[src/rtl/spi_mem_arbiter.sv]
// spi_mem_arbiter: three-requester arbiter in front of a shared SPI flash/PSRAM memory controller
module spi_mem_arbiter #(
    parameter bit FIXED_PRIO_0   = 1'b1,
    parameter int TIMEOUT_CYCLES = 1023
) (
    input  logic        clk,
    input  logic        reset,
    input  logic [2:0]  req_valid,
    input  logic [2:0]  req_we,
    input  logic [2:0]  req_select,
    input  logic [5:0]  req_length,
    input  logic [71:0] req_addr,
    input  logic [95:0] req_wdata,
    output logic [31:0] req_rdata,
    output logic [2:0]  req_ready,
    output logic [2:0]  req_err,
    output logic        mem_valid,
    output logic        mem_we,
    output logic        mem_select,
    output logic [1:0]  mem_length,
    output logic [23:0] mem_addr,
    output logic [31:0] mem_wdata,
    input  logic [31:0] mem_rdata,
    input  logic        mem_ready,
    output logic [2:0]  grant,
    output logic        busy
);
    typedef enum logic [1:0] {IDLE, GRANT, RELEASE} state_t;

    localparam logic [9:0] T_LAST = 10'(TIMEOUT_CYCLES - 1);

    state_t      state_q, state_d;
    logic [2:0]  grant_q, grant_d;
    logic [1:0]  last_q, last_d;
    logic [9:0]  cnt_q, cnt_d;
    logic        mem_we_q, mem_we_d;
    logic        mem_select_q, mem_select_d;
    logic [1:0]  mem_length_q, mem_length_d;
    logic [23:0] mem_addr_q, mem_addr_d;
    logic [31:0] mem_wdata_q, mem_wdata_d;

    logic [1:0] a, b, win, gidx;
    logic       in_grant, vg, hit, done, err_hit;

    // status of the current grant; reset suppresses every completion or abort pulse
    always_comb begin
        in_grant = (state_q == GRANT) && !reset;
        vg       = |(req_valid & grant_q);
        hit      = cnt_q == T_LAST;
        done     = in_grant && vg && mem_ready;
        err_hit  = in_grant && vg && !mem_ready && hit;
        gidx     = grant_q[2] ? 2'd2 : grant_q[1] ? 2'd1 : 2'd0;
        a        = (last_q == 2'd2) ? 2'd0 : last_q + 2'd1;
        b        = (a == 2'd2) ? 2'd0 : a + 2'd1;
        win      = (FIXED_PRIO_0 && req_valid[0]) ? 2'd0 :
                   req_valid[a] ? a : req_valid[b] ? b : last_q;
    end

    // completion and abort handshakes toward requesters and the memory controller
    always_comb begin
        mem_valid = in_grant && vg && (!hit || mem_ready);
        req_ready = done ? grant_q : 3'b000;
        req_err   = err_hit ? grant_q : 3'b000;
        req_rdata = done ? mem_rdata : 32'h0;
    end

    assign grant      = grant_q;
    assign busy       = state_q != IDLE;
    assign mem_we     = mem_we_q;
    assign mem_select = mem_select_q;
    assign mem_length = mem_length_q;
    assign mem_addr   = mem_addr_q;
    assign mem_wdata  = mem_wdata_q;

    // next-state logic: latch the winner's request in IDLE, hold it through GRANT, drop it after RELEASE
    always_comb begin
        state_d      = state_q;
        grant_d      = grant_q;
        last_d       = last_q;
        cnt_d        = cnt_q;
        mem_we_d     = mem_we_q;
        mem_select_d = mem_select_q;
        mem_length_d = mem_length_q;
        mem_addr_d   = mem_addr_q;
        mem_wdata_d  = mem_wdata_q;
        case (state_q)
            IDLE: if (|req_valid) begin
                state_d      = GRANT;
                grant_d      = 3'b001 << win;
                cnt_d        = 10'd0;
                mem_we_d     = req_we[win];
                mem_select_d = req_select[win];
                mem_length_d = req_length[win*2 +: 2];
                mem_addr_d   = req_addr[win*24 +: 24];
                mem_wdata_d  = req_wdata[win*32 +: 32];
            end
            GRANT: begin
                cnt_d = cnt_q + 10'd1;
                if (!vg || mem_ready || hit) state_d = RELEASE;
            end
            RELEASE: begin
                state_d = IDLE;
                grant_d = 3'b000;
                last_d  = gidx;
            end
            default: state_d = IDLE;
        endcase
    end

    // state registers; last_grant restarts at 2 so requester 0 is searched first
    always_ff @(posedge clk) begin
        if (reset) begin
            state_q      <= IDLE;
            grant_q      <= 3'b000;
            last_q       <= 2'd2;
            cnt_q        <= 10'd0;
            mem_we_q     <= 1'b0;
            mem_select_q <= 1'b0;
            mem_length_q <= 2'd0;
            mem_addr_q   <= 24'h0;
            mem_wdata_q  <= 32'h0;
        end else begin
            state_q      <= state_d;
            grant_q      <= grant_d;
            last_q       <= last_d;
            cnt_q        <= cnt_d;
            mem_we_q     <= mem_we_d;
            mem_select_q <= mem_select_d;
            mem_length_q <= mem_length_d;
            mem_addr_q   <= mem_addr_d;
            mem_wdata_q  <= mem_wdata_d;
        end
    end
endmodule

[config.mk]
export PLATFORM = sky130hd
export DESIGN_NAME = spi_mem_arbiter
export DESIGN_NICKNAME = d
export VERILOG_FILES = /design/src/rtl/spi_mem_arbiter.sv
export SDC_FILE = /design/constraint.sdc
export NUM_CORES = 1
export LEC_CHECK = 0
export CAP_MARGIN = 0
export CORE_AREA = 2 2 123 125
export CTS_BUF_LIST = sky130_fd_sc_hd__clkbuf_16
export DETAILED_ROUTE_END_ITERATION = 10
export DIE_AREA = 0 0 125 127
export PLACE_DENSITY = 0.8
export REMOVE_ABC_BUFFERS = 1
export SYNTH_ARGS = -nofsm -noshare
export SYNTH_HDL_FRONTEND = slang
export SYNTH_SLANG_ARGS = --single-unit
export TNS_END_PERCENT = 30
[constraint.sdc]
create_clock -name clk -period 1.8 [get_ports clk]
set_clock_uncertainty 0.15 [all_clocks]
set_input_delay 0.27 -clock clk [delete_from_list [all_inputs] [get_ports clk]]
set_output_delay 0.27 -clock clk [all_outputs]
set_load 0.005 [all_outputs]
==> out/results.txt, run 1 <==
Top-area cell type share of the netlist area -> 38.2%
H-tree depth -> 3
CP Max Fanout -> 4
Wire length per cell -> 18.9 µm
Setup-failing EPs final -> 52
TritonCTS clock tree -> yes
Combinational share of power -> 35.4%
Core Area -> 14400 µm²
Layout area overhead -> 110%
Post-synthesis cell type count -> 43
First-pass GRT wire length -> 27800 µm
Avg Cell Area, Syn -> 9.14 µm²
Synthesis warning total -> 0
RSZ-0062 raised after global routing -> yes
Vias in the first global route -> 5112
M1 WL -> 6910 µm
Worst-Margin Slew -> 1.13 ns
Clk root buf -> clkbuf_16
Setup_tns -> -16.98 ns
Die Width -> 125 µm
Synth top area cells -> dfxtp_1 (38%), a222oi_1 (15%), a211oi_2 (12%)
Drt pass-1 iters -> 8
Filler Cells Inserted -> 1235
Int Power -> 3.99 mW
Met3 Wirelength -> 1560 µm
Part of the cycle the worst path needs -> 129%
Sw frac -> 28.8%
Hold WC Path Type -> in -> reg
Minimum clock period -> 2.32 ns
DP HPWL -> 12900 µm
Final core utilization -> 58.6%
DR DRC count -> 0
Via count -> 5239
GRT Util Overall -> 22.0%
Pre-CTS setup slack -> -0.708 ns
Post-synth EDFFs -> 0
Final max-slew violation count -> 0
Clk slew on worst S/H paths -> 0.06 ns
Initial antenna violation count -> 1
FF+latch count, synth -> 77
Ports -> 321
MaxCap Viol Count -> 0
Critical Path Source Type -> flop
Most common cell in the netlist -> dfxtp_1
Reg power frac -> 35.5%
Crit path required time -> 1.38 ns
Kind of critical path -> reg -> out
Sw Pwr -> 1.62 mW
Total die area -> 15900 µm²
Syn Inst Count -> 441
Routability cong. -> 0.889
Post-layout instance area -> 8450 µm²
Most frequent cells after synthesis -> dfxtp_1 (77), a222oi_1 (61), nor2_1 (58)
Sequential area share after synthesis -> 38.2%
CP arrival -> 1.90 ns
Nets -> 1009
P_leak -> 3.19 nW
Clk sinks -> 77
VDD IR max -> 0.000399 V
Outcome -> complete, but fails checks
Post-route antenna net violation count -> 0
Max_slew headroom -> 24.7%
Most used DFF post-synth -> dfxtp_1
Fin worst setup slack -> -0.518 ns
Drt initial violations -> 472
Fmax -> 0.431 GHz
Area after DPL -> 7850 µm²
Clock share of power -> 29.1%
Layout cells sized above 1 -> 26.7%
DR vias/cell -> 5.35
Met2 wire length -> 9270 µm
Post-Synthesis Cell Area -> 4030 µm²
Buffers added on ports -> 320
Global route overflow -> 0
Clock Tree Buf Depth -> 2
Cell row count -> 44
Area leader, netlist -> dfxtp_1
Clock latency on the worst-skew pair -> 0.33 ns
Top Layer Used -> met4
Total Wirelength -> 18500 µm
Final Hold Fails -> 0
Post-synthesis async set-or-reset flop share -> 0%
Largest net degree at the start of global routing -> 79
Failing checks -> negative setup slack
Initial Util -> 28.0%
Cell Pwr Density -> 663 nW/µm²
Crit. End Element -> output port
Die Ht -> 127 µm
Cts bufs inserted -> 9
## metrics by stage
| step | hold slack (ns) | power [mW] | instances |
|---|---|---|---|
| 2_1_floorplan | 0.185 | 2.68 | 391 |
| 3_3_place_gp | 0.328 | 3.93 | 953 |
| 3_5_place_dp | 0.333 | 3.95 | 953 |
| 4_1_cts | 0.330 | 5.62 | 978 |
| 5_1_grt | 0.340 | 5.88 | 979 |
| 6_report | 0.344 | 5.60 | 979 |
## repair_timing
action	4_1_cts	5_1_grt
setup endpoints to repair	100	105
resized for setup	174	61
cloned	5	1
pin swaps	35	53
setup buffers	5	0
hold buffers	0	0
## path summary, 6_finish.rpt
kind,from,end,slack [ns],depth (start not counted)
setup / recovery,grant[0],req_rdata[9],-0.52,7
setup reg to reg,state_q[0],mem_wdata[7],-0.02,6
hold reg to reg,cnt_q[8],cnt_q[8],0.34,2
hold / removal,req_wdata[65],mem_wdata[1],0.34,3
## final cells by class
type                       instances  area [µm²]  share of cell area [%]
clock inverter                     7        33.8                   0.400
sequential                        77        1550                    18.3
timing repair buffer             387        3900                    46.1
tap                              184         230                    2.72
multi-input combinational        306        2480                    29.4
clock buffer                       9         225                    2.66
inverter                           8        30.0                   0.355
antenna                            1        2.50                  0.0296
## sequential cells by signal (all words and copies together) (netlist names)
| register | count |
|---|---|
| state_q | 2 |
| mem_we | 1 |
| mem_wdata | 32 |
| mem_addr | 24 |
| mem_select | 1 |
| last_q | 2 |
| mem_length | 2 |
| grant | 3 |
| cnt_q | 10 |
## layout by cell type, fill, tap and decap left out, types with 4 or more instances in the layout
cell	instances
o21ai_1	4
clkdlybuf4s50_1	276
inv_1	9
nand3_1	22
buf_4	48
and3_1	4
nor2b_1	5
a211oi_2	38
clkbuf_16	10
nor2_1	54
nor3_1	5
buf_6	34
nor2_2	4
nand2_1	5
clkbuf_2	11
dfxtp_1	74
a222oi_1	61
a21oi_1	28
buf_12	11
and3_4	32
## cell families (layout without fill, tap and decap cells)
kind of cell / after synthesis / after routing / synth area share (%)
flops: 77 / 77 / 38.2
fa+ha+maj: 2 / 2 / 0.620
simple gates: 151 / 151 / 19.3
mux: 1 / 1 / 0.279
compound gates: 152 / 152 / 35.2
other cells: 0 / 1 / 0
buf+inv: 58 / 411 / 6.36
## power groups by stage
stage          Clock (mW)  Sequential [mW]  Combinational [mW]
5_1_grt              1.75             2.01                2.12
3_3_place_gp            0             2.02                1.91
3_5_place_dp            0             2.02                1.93
4_1_cts              1.66             1.99                1.97
6_report             1.63             1.99                1.98
2_1_floorplan           0             2.04               0.640
## critical path, cell delays in order, from the launching register on
cell and delay, ns:
dfxtp_2 0.32, a222oi_1 0.42, nor3_2 0.12, buf_4 0.18, buf_6 0.12, buf_6 0.12, and3_4 0.17, buf_6 0.11
## per-layer routing
| metal | track usage (%) | up-vias |
|---|---|---|
| li1 | - | 2463 |
| met1 | 24.5 | 2433 |
| met2 | 39.2 | 296 |
| met3 | 6.87 | 47 |
| met4 | 9.02 | 0 |
| met5 | 0 | - |
(Power assumes the default switching activity.)
==> run 2, diff against run 1 <==
Settings changed: REMOVE_ABC_BUFFERS 1 to unset.
==> run 2 against run 1 <==
- the run still ends with negative setup slack left
- core utilization decreased by 0.63 points
- first-iteration DRC count increased by 14%
- worst hold slack got worse by 0.011 ns
- total power increased by 8.0%
- critical path depth decreased by 1
==> out/results.txt, run 2 (synthesis gave the netlist of run 1 again) <==
Core Area -> 14400 µm²
M1 WL -> 7030 µm
Met3 Wirelength -> 1310 µm
Failing checks -> negative setup slack
Cell row count -> 44
Crit path from -> grant[0]
Routability cong. -> 0.809
Post-route antenna net violation count -> 0
Hold path depth -> 3
Reg power frac -> 32.7%
Clock latency on the worst-skew pair -> 0.34 ns
Drt pass-1 iters -> 8
Max reg flops -> 32
Die Ht -> 127 µm
Int Power -> 4.41 mW
VDD IR max -> 0.000488 V
Filler Cells Inserted -> 1257
Clk sinks -> 77
MaxCap Viol Count -> 0
Initial antenna violation count -> 0
Commonest non-fill, non-tap cell in the layout -> clkdlybuf4s50_1
CP arrival -> 1.86 ns
Fmax -> 0.438 GHz
Vias in the first global route -> 5195
Die Width -> 125 µm
Clk root buf -> clkbuf_16
First-pass GRT wire length -> 27700 µm
Buffers added on ports -> 320
DP HPWL -> 13500 µm
Cts bufs inserted -> 9
Top Layer Used -> met4
Setup-failing EPs final -> 50
Sw Pwr -> 1.64 mW
Global route overflow -> 0
Part of the cycle the worst path needs -> 127%
Crit. End Element -> output port
Max_slew headroom -> 26.9%
P_leak -> 3.24 nW
Total die area -> 15900 µm²
R2R setup slack -> -0.09 ns
Minimum clock period -> 2.28 ns
Reg-to-reg startpoint -> state_q[1]
Crit path required time -> 1.38 ns
Final Hold Fails -> 0
CP Max Fanout -> 5
Layout area overhead -> 107%
GRT Util Overall -> 21.7%
Slowest CP cell -> a222oi_1
Commonest non-fill, non-tap cells in the layout -> clkdlybuf4s50_1 (275), dfxtp_1 (74), a222oi_1 (61)
Worst-path cell chain -> a222oi_1 > nor3_2 > buf_6 > buf_6 > and3_4 > buf_6
Critical Path Source Type -> flop
Syn_nets -> 661
Total Wirelength -> 17900 µm
Worst path max stage delay -> 0.47 ns
Final core utilization -> 58.0%
Via count -> 5202
DR vias/cell -> 5.32
Clk slew on worst S/H paths -> 0.07 ns
Met2 wire length -> 9200 µm
TritonCTS clock tree -> yes
Fin worst setup slack -> -0.481 ns
RSZ-0062 raised after global routing -> yes
Flip-flop and latch area -> 1550 µm²
Worst setup endpoint -> req_rdata[29]
Outcome -> complete, but fails checks
Wire length per cell -> 18.3 µm
Ports -> 321
Worst reg2reg path depth -> 5
Kind of critical path -> reg -> out
Hold WC Path Type -> in -> reg
Cell Pwr Density -> 724 nW/µm²
Pre-CTS setup slack -> -0.835 ns
Worst-Margin Slew -> 1.10 ns
Final Power -> 6.05 mW
Setup_tns -> -17.28 ns
Final max-slew violation count -> 0
# diodes -> 0
End of the worst register-to-register path -> mem_length[1]
DR DRC count -> 0
Largest net degree at the start of global routing -> 79
Clock share of power -> 35.1%
Drt initial violations -> 537
Sw frac -> 27.1%
Worst hold slack -> 0.333 ns
Combinational share of power -> 32.2%
H-tree depth -> 3
Nets -> 1009
Multi-input logic area -> 2420 µm²
Most used cell along the critical path -> buf_6
Clock Tree Buf Depth -> 2
Layout cells sized above 1 -> 25.6%
Initial Util -> 28.0%
[run 2: changes by cell type in the layout (fill, tap and decap cells not counted), moves of 3 or more]
cell       change
and3_4        -13
and3_1        +13
clkbuf_2      -10
buf_6          -8
clkinv_1       -3
buf_2         +19
bufinv_16      +3
[run 2: metrics by stage]
| stage | cells | area (µm²) |
|---|---|---|
| floorplan | 441 | 4030 |
| CTS | 980 | 8300 |
| finish | 978 | 8360 |
| detailed placement | 957 | 7880 |
| global route | 978 | 8360 |
| global placement | 957 | 7880 |
[run 2: layer usage]
| layer | up-vias | track usage (%) |
|---|---|---|
| li1 | 2467 | - |
| met1 | 2474 | 25.8 |
| met2 | 230 | 37.9 |
| met3 | 31 | 5.65 |
| met4 | 0 | 7.58 |
| met5 | - | 0 |
[run 2: power groups by stage]
stage,clock (mW),combinational [mW],sequential (mW)
global placement,0,1.90,2.01
detailed placement,0,1.92,2.02
CTS,2.17,1.95,1.98
finish,2.12,1.95,1.98
global route,2.25,2.09,2.00
floorplan,0,0.713,2.04
[run 2: what timing repair did]
item | CTS | global route
endpoints found under the hold margin | 0 | 0
pin swaps | 43 | 21
hold buffers | 0 | 0
cloned | 3 | 0
gates resized for setup | 194 | 29
buffers inserted | 4 | 0
endpoints found under the setup margin | 104 | 100
[run 2: worst min-delay path by stage]
stage / startpoint / to / slack, ns
2_1_floorplan: req_addr[71] / mem_addr[23] / 0.27
4_1_cts: req_wdata[72] / mem_wdata[8] / 0.32
5_1_grt: req_wdata[75] / mem_wdata[11] / 0.34
3_5_place_dp: mem_wdata[14] / mem_wdata[14] / 0.34
6_report: req_wdata[74] / mem_wdata[10] / 0.33
3_3_place_gp: mem_wdata[16] / mem_wdata[16] / 0.34
[run 2: layout make-up]
class,count,share of cell area [%]
multi-input cells,306,28.9
clock buffers,9,2.69
well taps,184,2.75
repair buffers,387,45.3
inverters,8,0.359
flip-flops and latches,77,18.5
clock inverters,7,1.47
[run 2: critical path, delay by kind of cell, from the launching register on]
kind                   cells  cell delay [ns]
AOI/OAI and AO/OA          1             0.47
buffers and inverters      3             0.39
and+or+nand+nor            2             0.33
DFF                        1             0.32
